## src/rtl/sap_controller.sv

```systemverilog
// SAP CPU controller: one-hot T1..T6 ring counter, halt flag and control-word decode.
// Optional JMP instruction (opcode 4'b0011) enabled by defining SAP_JMP_EN.
module sap_controller #(
  parameter logic [3:0] OP_LDA = 4'b0000,
  parameter logic [3:0] OP_ADD = 4'b0001,
  parameter logic [3:0] OP_SUB = 4'b0010,
  parameter logic [3:0] OP_OUT = 4'b1110,
  parameter logic [3:0] OP_HLT = 4'b1111
) (
  input  logic       clk,
  input  logic       rst,
  input  logic [3:0] opcode,
  output logic       pc_inc,
  output logic       pc_out,
  output logic       pc_load,
  output logic       mar_load,
  output logic       ram_out,
  output logic       ir_load,
  output logic       ir_out,
  output logic       a_load,
  output logic       a_out,
  output logic       alu_sub,
  output logic       alu_out,
  output logic       b_load,
  output logic       out_load,
  output logic [5:0] tstate,
  output logic       halted
);

`ifdef SAP_JMP_EN
  localparam logic [3:0] OP_JMP = 4'b0011;
`endif

  typedef enum logic [5:0] {
    T1 = 6'b000001,
    T2 = 6'b000010,
    T3 = 6'b000100,
    T4 = 6'b001000,
    T5 = 6'b010000,
    T6 = 6'b100000
  } tstate_e;

  tstate_e state;

  always_ff @(posedge clk or negedge rst) begin
    if (!rst) begin
      state  <= T1;
      halted <= 1'b0;
    end else if (!halted) begin
      // HLT freezes the ring at T4 instead of advancing
      if (state == T4 && opcode == OP_HLT) begin
        halted <= 1'b1;
      end else begin
        case (state)
          T1:      state <= T2;
          T2:      state <= T3;
          T3:      state <= T4;
          T4:      state <= T5;
          T5:      state <= T6;
          default: state <= T1;
        endcase
      end
    end
  end

  assign tstate = state;

  always_comb begin
    pc_inc   = 1'b0;
    pc_out   = 1'b0;
    pc_load  = 1'b0;
    mar_load = 1'b0;
    ram_out  = 1'b0;
    ir_load  = 1'b0;
    ir_out   = 1'b0;
    a_load   = 1'b0;
    a_out    = 1'b0;
    alu_sub  = 1'b0;
    alu_out  = 1'b0;
    b_load   = 1'b0;
    out_load = 1'b0;
    if (!halted) begin
      case (state)
        T1: begin
          pc_out   = 1'b1;
          mar_load = 1'b1;
        end
        T2: pc_inc = 1'b1;
        T3: begin
          ram_out = 1'b1;
          ir_load = 1'b1;
        end
        T4: begin
          if (opcode == OP_LDA || opcode == OP_ADD || opcode == OP_SUB) begin
            ir_out   = 1'b1;
            mar_load = 1'b1;
          end else if (opcode == OP_OUT) begin
            a_out    = 1'b1;
            out_load = 1'b1;
          end
`ifdef SAP_JMP_EN
          else if (opcode == OP_JMP) begin
            ir_out  = 1'b1;
            pc_load = 1'b1;
          end
`endif
        end
        T5: begin
          if (opcode == OP_LDA) begin
            ram_out = 1'b1;
            a_load  = 1'b1;
          end else if (opcode == OP_ADD || opcode == OP_SUB) begin
            ram_out = 1'b1;
            b_load  = 1'b1;
            alu_sub = (opcode == OP_SUB);
          end
        end
        T6: begin
          if (opcode == OP_ADD || opcode == OP_SUB) begin
            alu_out = 1'b1;
            a_load  = 1'b1;
            alu_sub = (opcode == OP_SUB);
          end
        end
        default: ;
      endcase
    end
  end

endmodule
```

## config.mk

```make
export PLATFORM = sky130hd
export DESIGN_NAME = sap_controller
export DESIGN_NICKNAME = d
export VERILOG_FILES = /design/src/rtl/sap_controller.sv
export SDC_FILE = /design/constraint.sdc
export NUM_CORES = 1
export LEC_CHECK = 0
export ABC_AREA = 1
export CORE_AREA = 2 2 39 41
export CTS_CLUSTER_DIAMETER = 30
export CTS_CLUSTER_SIZE = 28
export DETAILED_ROUTE_END_ITERATION = 10
export DIE_AREA = 0 0 41 43
export PLACE_DENSITY = 0.74
export SLEW_MARGIN = 20
export SYNTH_ARGS = -nofsm -noshare
export SYNTH_HDL_FRONTEND = slang
export SYNTH_SLANG_ARGS = --single-unit
```

## constraint.sdc

```tcl
create_clock -name clk -period 3.2 [get_ports clk]
set_input_delay 0.64 -clock clk [delete_from_list [all_inputs] [get_ports clk]]
set_output_delay 0.64 -clock clk [all_outputs]
set_load 0.01 [all_outputs]
```

==> results.cfg <==
[worst_setup_path]
arrival_ns = 2.27
cpPeakStageDelay_ns = 0.56
worstSetupEndpointType = primary output
cp_slowest_cell = clkdlybuf4s50_1
start_kind = input pin
cp_max_fo = 3
crit_type = input pin to primary output
path_cells = clkdlybuf4s50_1 -> nor2_1 -> nand3_1 -> inv_1 -> nand3_1 -> o21ai_1 -> clkdlybuf4s50_1
cp_data_required_time_ns = 2.56
cp.buffers_inverters = 3
critPathTopFamily = buffers and inverters

[synth]
syn-num-nets = 82
yosys_most_used_dff = dfrtp_1
yosysWarnings = 0
synth_commonest_cells = nor2_1, inv_1, nand2_1, nand3_1, o21ai_1
yosysTopAreaCell = dfrtp_1
async_flop_share = 1.00
syn_inst = 76
synth_top_area_share = 0.289
ys_seq_elements = 7
synth-seq-area-share = 0.340
yosysMostFrequentCell = nor2_1
synth_edf_count = 0
yosysUniqueCellTypes = 18
syn_avg_cell_area_sq_um = 6.83
syn-cell-area_sq_um = 519
synth_area_leaders = dfrtp_1, nor2_1, inv_1

[pwr]
ir_drop_mv = 0.185
pwr-share-comb = 0.081
pwr-share-seq = 0.485
p_sw_w = 0.0000403
p_per_area_nw_per_um2 = 233
p_int_w = 0.000144
leakagePower_nw = 0.353
swShare = 0.219
clkPwrFrac = 0.434

[flow_run]
cap_violations = 0

[floorplanning]
die_x_um = 41
core_sq_um = 1380
die_area_sq_um = 1760
start_util = 0.375
io_pins = 26
num_rows = 14
fp.dieH_um = 43

[clocking]
cts_hold_buffers = 0
clock_path_buffers = 2
ctsResizeCount = 0
cts_made_buffers = 3
clk_latency_ns = 0.25
cts_setup_buffers = 0
cts_tree = done
root_buffer = clkbuf_4
clock_sinks = 7
cts.htree.levels = 1
clk_pin_slew_ns = 0.05

[drt]
drt_iter0_drc = 17
drc = 0
routedWlPerCell_um = 10.9
drtPass1Iterations = 4
avgViaCountPerCell = 4.80
vias = 566
drt_wl_total_mm = 1.29
ant_nets = 0

[place]
hpwl_mm = 1.05
gp_congestion = 0.823
port_buffers = 24

[global_route]
grt_usage = 0.168
grt_pass1_wl_mm = 1.99
overflow = 0
antenna_found_initial = 0
grt_pass1_vias = 498
grt_max_degree = 8

[timing]
drv_slew = 0
rsz0062_at_grt = no
setup-tns-final_ns = 0
min_period_over_period = 0.909
setup_viol = 0
whs_ns = 0.506
skew_ns = 0.00408
hold_violations = 0
fmaxAchievable_ghz = 0.344
min_period_ns = 2.91

[layout]
drive_gt1_frac = 0.0980
fin_nets = 109
area_growth_pct = 52.3
diodes = 0

[hold_path]
hold_path_class = register to register

[outcome]
status = finished, final reports clean
[layout by cell type, fill, tap and decap left out, drive strengths merged]
cell type	netlist	layout
dfrtp	6	6
nand3	9	9
o21ai	8	8
inv	13	13
nor3	1	1
o21bai	1	1
dfstp	1	1
a21oi	1	1
nand2	12	12
nand4	3	3
clkdlybuf4s50	0	24
clkbuf	0	4
nor2	18	18
conb	1	1
[power by group through the flow]
stage | clock network (W) | logic (W) | registers (W)
5_1_grt | 0.0000899 | 0.0000162 | 0.0000893
6_report | 0.0000800 | 0.0000149 | 0.0000895
2_1_floorplan | 0 | 0.00000537 | 0.0000910
3_3_place_gp | 0 | 0.0000147 | 0.0000908
4_1_cts | 0.0000829 | 0.0000149 | 0.0000894
3_5_place_dp | 0 | 0.0000148 | 0.0000908
[cell families (layout without fill, tap and decap cells)]
group,Yosys count,in the layout,synth area share
buf+inv,15,41,0.123
simple gates,43,43,0.407
other cells,1,1,0.00722
compound gates,10,10,0.123
flops,7,7,0.340
[final cells by class]
cell class              instances  area, sq um
fillers                       132          593
multi-input cells              54          279
repair buffers                 24          240
flip-flops and latches          7          176
inverters                      13         48.8
clock buffers                   4         26.3
well taps                      16         20.0
[final timing paths]
path                           start         to  slack, ns  cells after the start
setup / recovery           opcode[3]     a_load       0.29                      7
hold / removal             tstate[0]  tstate[0]       0.51                      2
setup reg to reg           tstate[0]  tstate[1]       1.87                      5
hold reg to reg            tstate[0]  tstate[0]       0.51                      2
max in group asynchronous        rst  tstate[0]       2.26                      1
min in group asynchronous        rst  tstate[2]       0.64                      1
[routing by layer]
| layer | vias up | global-route usage | share of wire |
|---|---|---|---|
| li1 | 291 | - | - |
| met1 | 258 | 0.218 | 0.42 |
| met2 | 13 | 0.238 | 0.51 |
| met3 | 4 | 0.0471 | 0.037 |
| met4 | 0 | 0.100 | 0.031 |
| met5 | - | 0 | 0 |
[state kept, by name, summed over array words and instances (netlist names)]
signal / cells
tstate: 6
halted: 1
[metrics by stage]
step / util / std cells / cell area [sq um] / worst slack (ns) / power [W]
6_report: 0.571 / 118 / 791 / 0.291 / 0.000184
5_1_grt: 0.571 / 118 / 791 / 0.191 / 0.000195
4_1_cts: 0.571 / 118 / 791 / 0.307 / 0.000187
3_5_place_dp: 0.552 / 114 / 764 / 0.312 / 0.000106
3_3_place_gp: 0.552 / 114 / 764 / 0.353 / 0.000106
2_1_floorplan: - / 76 / 519 / 1.19 / 0.0000964
[worst reg2reg max path: stages (launching register included)]
cell,delay [ns]
dfstp_2,0.58
nor2_4,0.07
nand3_4,0.13
nor2_1,0.06
nor2_1,0.25
o21ai_1,0.11
Note: power is estimated with default switching activity, not from simulation.
==> RTL edit 1: new RTL, config.mk and constraints unchanged <==
Put a register stage on the output `out_load`, cleared by the reset. The value now appears one clock later. The other outputs are not delayed to match.
--- a/src/rtl/sap_controller.sv
+++ b/src/rtl/sap_controller.sv
@@ -42,2 +42,4 @@
 
+  logic out_load_d;
+
   tstate_e state;
@@ -80,3 +82,3 @@
     b_load   = 1'b0;
-    out_load = 1'b0;
+    out_load_d = 1'b0;
     if (!halted) begin
@@ -98,3 +100,3 @@
             a_out    = 1'b1;
-            out_load = 1'b1;
+            out_load_d = 1'b1;
           end
@@ -129,2 +131,10 @@
 
+  always_ff @(posedge clk or negedge rst) begin
+    if (!rst) begin
+      out_load <= '0;
+    end else begin
+      out_load <= out_load_d;
+    end
+  end
+
 endmodule
Check against the original RTL: not equivalent (Yosys sat finds a counterexample within 4 cycles, from zero or initial values and one cycle with rst low).
==> RTL edit 1 against the original RTL <==
  * Critical endpoint is now a_out
  * Sequential cell count up 1
  * Wire length up 2.8%
  * Largest power group unchanged
  * Count of clock-buffer cells in the layout stayed put
  * Worst hold slack gained 2.4 ps
  * Total power is 9.3% higher
  * Design area grew 3.5%
  * First-iteration DRC count fell by 53%
  * Area after synthesis increased by 3.9%
  * Setup slack improved by 2.5 ps
  * Clock skew fell by 1.9 ps
  * Via count fell by 0.71%
  * Final cell count up 0.85%
==> RTL edit 1: results (changes against the original RTL) <==
- Status: completed
- Max reg flops: 6 (unchanged)
- Syn_area_per_cell: 7.10 um2 (+3.9%)
- Clk_lat worst skew: about 260 ps
- Largest net degree at the start of global routing: 9 (+1)
- CTS max path bufs: 2 (unchanged)
- WHS: 509 ps (+2.42 ps)
- Hold-critical path depth: 2 (unchanged)
- Top post-synthesis cells by area: dfrtp_1 (32%), nor2_1 (11%), nand3_1 (8.4%), nand2_1 (7.7%), o21ai_1 (5.6%)
- Switching Share: 0.221 (+0.00211)
- Top cells by count, synth: nor2_1 (16), nand2_1 (11), nand3_1 (9)
- WL final: 1330 um (+2.8%)
- CP arrival: 2270 ps (about the same)
- Worst Setup EP: a_out
- Worst hold start: tstate[0]$_DFFE_PN1P_
- Setup Fix Bufs, Post-CTS: 0 (unchanged)
- Crit path max fanout: 4 (+1)
- Dpl cell area: 792 um2 (+3.6%)
- Largest stage delay, worst path: 590 ps (+30 ps)
- Combinational power share: 0.073 (-0.008)
- Leakage: 0.363 nW (+2.8%)
- Count of different cell masters after synthesis: 19 (+1)
- Nets: 110 (+0.92%)
- Max rail drop VDD: 0.000191 V (+3.0%)
- Sequential area share after synthesis: 0.374 (+0.0338)
- Worst r2r dst: tstate[2]$_DFFE_PN0P_
- Vias in the first global route: 488 (-2.0%)
- Post-route setup slack: 293 ps (+2.54 ps)
- Crit-path slowest cell: clkdlybuf4s50_1
- Root Buffer: clkbuf_4
- Synth warn: 0 (unchanged)
- Clock net power: 0.0000847 W (+5.9%)
- Post-DP HPWL: 1060 um (+0.88%)
- Tot GR Track Use: 0.175 (+0.00640)
- Clock Power Share: 0.420 (-0.014)
- DR vias: 562 (-0.71%)
- Reg-to-reg critical path startpoint: tstate[0]$_DFFE_PN1P_
- Main synth FF type: dfrtp_1
- Vias/cell: 4.72 (-1.5%)
- Initial DRC count: 8 (-9)
- Fraction of layout cells with a size suffix above 1: 0.146 (+0.0476)
- First-pass GRT wire length: 2110 um (+5.9%)
- Clk_skew: 2.18 ps (-1.89 ps)
- Sink of the worst hold path: tstate[0]$_DFFE_PN1P_
- Ys async rst share: 1.00 (unchanged)
- Post-Place Cells: 115 (+0.88%)
- # resized after CTS: 0 (unchanged)
- Placer Congestion: 0.815 (-1.0%)
- Critical Path Source: opcode[1]
==> RTL edit 1: changes by cell type in the layout (fill, tap and decap cells not counted), sizes merged <==
cell	change
nand3	+1
nand4	-1
nand2	-1
nor3b	+1
or2	+1
a21oi	-1
o21ai	-1
dfrtp	+1
nor2	+1
==> RTL edit 1: area by class of cell <==
cell class                 instances  area, um2
clock buffer                       4       26.3
fill                             128        566
inverter                          13       48.8
multi-input combinational         54        282
sequential                         8        201
tap                               16       20.0
timing repair buffer              24        240
==> RTL edit 1: metal layers <==
layer	vias up	GRT usage	routed length, um
met5	-	0	0
met4	0	0.0200	9
met3	3	0.0838	85
met2	16	0.250	604
met1	247	0.243	629
li1	296	-	-
==> RTL edit 1: cells by family after synthesis <==
group / Yosys count / share of synthesized area
and+or+nand+nor: 45 / 0.415
DFF: 8 / 0.374
other: 1 / 0.00695
AOI/OAI and AO/OA: 8 / 0.0998
buffers and inverters: 14 / 0.104
==> RTL edit 2: new RTL, same settings <==
Without the edit above. Add a define of `SAP_JMP_EN`.
--- a/src/rtl/sap_controller.sv
+++ b/src/rtl/sap_controller.sv
@@ -2,2 +2,4 @@
 // Optional JMP instruction (opcode 4'b0011) enabled by defining SAP_JMP_EN.
+`define SAP_JMP_EN
+
 module sap_controller #(
Formal check against the unedited RTL: not equivalent (a bounded check fails within 4 cycles, from zero or initial values and one cycle with rst low).
==> RTL edit 2 against the original RTL <==
  * Total power decreased by 2.7%
  * Design area increased by 0.63%
  * Wire length decreased by 2.6%
  * Critical path depth decreased by 3
  * Clock power decreased by 2.5%
  * Setup slack improved by 2.4 ps
  * Area after synthesis decreased by 2.4%
  * Sequential cell count unchanged
  * Worst hold slack got worse by 7.2 ps
  * Critical endpoint unchanged
  * Largest cell class unchanged
  * Largest power group unchanged
  * Highest routed layer is now met3
==> RTL edit 2: results (changes against the original RTL) <==
- Max rail drop VDD: 0.000295 V (+59%)
- Fraction of layout cells with a size suffix above 1: 0.0865 (-0.0115)
- Final min period: 2910 ps (-2.39 ps)
- Post-DP HPWL: 1040 um (-0.83%)
- Tot GR Track Use: 0.166 (-0.00185)
- Drt first pass iters: 7 (+3)
- Vias in the first global route: 520 (+4.4%)
- Top cells by count, synth: nor2_1 (17), nand2_1 (14), inv_1 (12)
- Met1 Usage GRT: 0.239 (+0.0203)
- Setup Fix Bufs, Post-CTS: 0 (unchanged)
- Status: completed
- Top post-synthesis cells by area: dfrtp_1 (30%), nor2_1 (13%), nand2_1 (10%), inv_1 (8.9%), nand3_1 (6.9%)
- Sequential area share after synthesis: 0.348 (+0.00839)
- Fillers: 137 (+3.8%)
- WL final: 1260 um (-2.6%)
- Hold-critical path depth: 2 (unchanged)
- Placer Congestion: 0.829 (+0.67%)
- First-pass GRT wire length: 2040 um (+2.4%)
- Crit-path slowest cell: clkdlybuf4s50_1
- DR vias: 581 (+2.7%)
- Crit path max fanout: 4 (+1)
- Switching Share: 0.204 (-0.0150)
- Worst R2R Setup Slack: 1850 ps (-20 ps)
- DP Worst Slack: 309 ps (-2.69 ps)
- Leakage: 0.354 nW (+0.48%)
- Initial DRC count: 18 (+1)
- Fin cells: 120 (+1.7%)
- Largest net degree at the start of global routing: 9 (+1)
- Met2 Use GR: 0.231 (-0.00625)
- FF-to-FF path depth: 4 (-1)
- Dpl cell area: 769 um2 (+0.65%)
- Port-buffer cells: 25 (+4.2%)
- Nets: 111 (+1.8%)
- Clk_lat worst skew: 250 ps (about the same)
- M3 GR Usage: 0.0628 (+0.0157)
- Clk_skew: 2.91 ps (-1.16 ps)
- Count of different cell masters after synthesis: 15 (-3)
## RTL edit 2: stage by stage
step                       util  hold slack (ps)
after global placement    0.556              487
after CTS                 0.575              502
after floorplan               -              344
final                     0.575              499
after global routing      0.575              539
after detailed placement  0.556              495
## RTL edit 2: final cells by class
type                            instances  area [um2]  area share
Inverter                               12        45.0      0.0566
Sequential cell                         7         176       0.222
Multi-Input combinational cell         56         278       0.349
Clock buffer                            4        26.3      0.0330
Tap cell                               16        20.0      0.0252
Timing Repair Buffer                   25         250       0.314
## RTL edit 2: kinds of logic (layout without fill, tap and decap cells)
| group | after synthesis | after routing | synth area share |
|---|---|---|---|
| AOI/OAI and AO/OA | 9 | 9 | 0.121 |
| buffers and inverters | 13 | 41 | 0.104 |
| DFF | 7 | 7 | 0.348 |
| and+or+nand+nor | 47 | 47 | 0.427 |
## RTL edit 2: per-layer routing
layer,up-vias,share of wire
met2,16,0.50
li1,301,-
met5,-,0
met1,264,0.45
met4,0,0
met3,0,0.051
## RTL edit 2: power by group through the flow
stage          clock network [W]    logic, W  registers [W]
4_1_cts                0.0000805   0.0000127      0.0000887
6_report               0.0000780   0.0000126      0.0000888
2_1_floorplan                  0  0.00000306      0.0000902
3_5_place_dp                   0   0.0000127      0.0000901
5_1_grt                0.0000880   0.0000140      0.0000886
3_3_place_gp                   0   0.0000126      0.0000901
## RTL edit 2: path summary, 6_finish.rpt
| path | to | start |
|---|---|---|
| min in group asynchronous | tstate[1]$_DFFE_PN0P_ | rst |
| setup / recovery | a_load | opcode[1] |
| hold reg to reg | tstate[0]$_DFFE_PN1P_ | tstate[0]$_DFFE_PN1P_ |
| hold / removal | tstate[0]$_DFFE_PN1P_ | tstate[0]$_DFFE_PN1P_ |
| max in group asynchronous | tstate[0]$_DFFE_PN1P_ | rst |
| setup reg to reg | tstate[5]$_DFFE_PN0P_ | tstate[5]$_DFFE_PN0P_ |
## RTL edit 2: tightest hold or removal path, delay by kind of cell, from the launching register on
| kind | cells | cell delay (ps) |
|---|---|---|
| flip-flops | 1 | 390 |
| AND/OR/NAND/NOR | 2 | 110 |
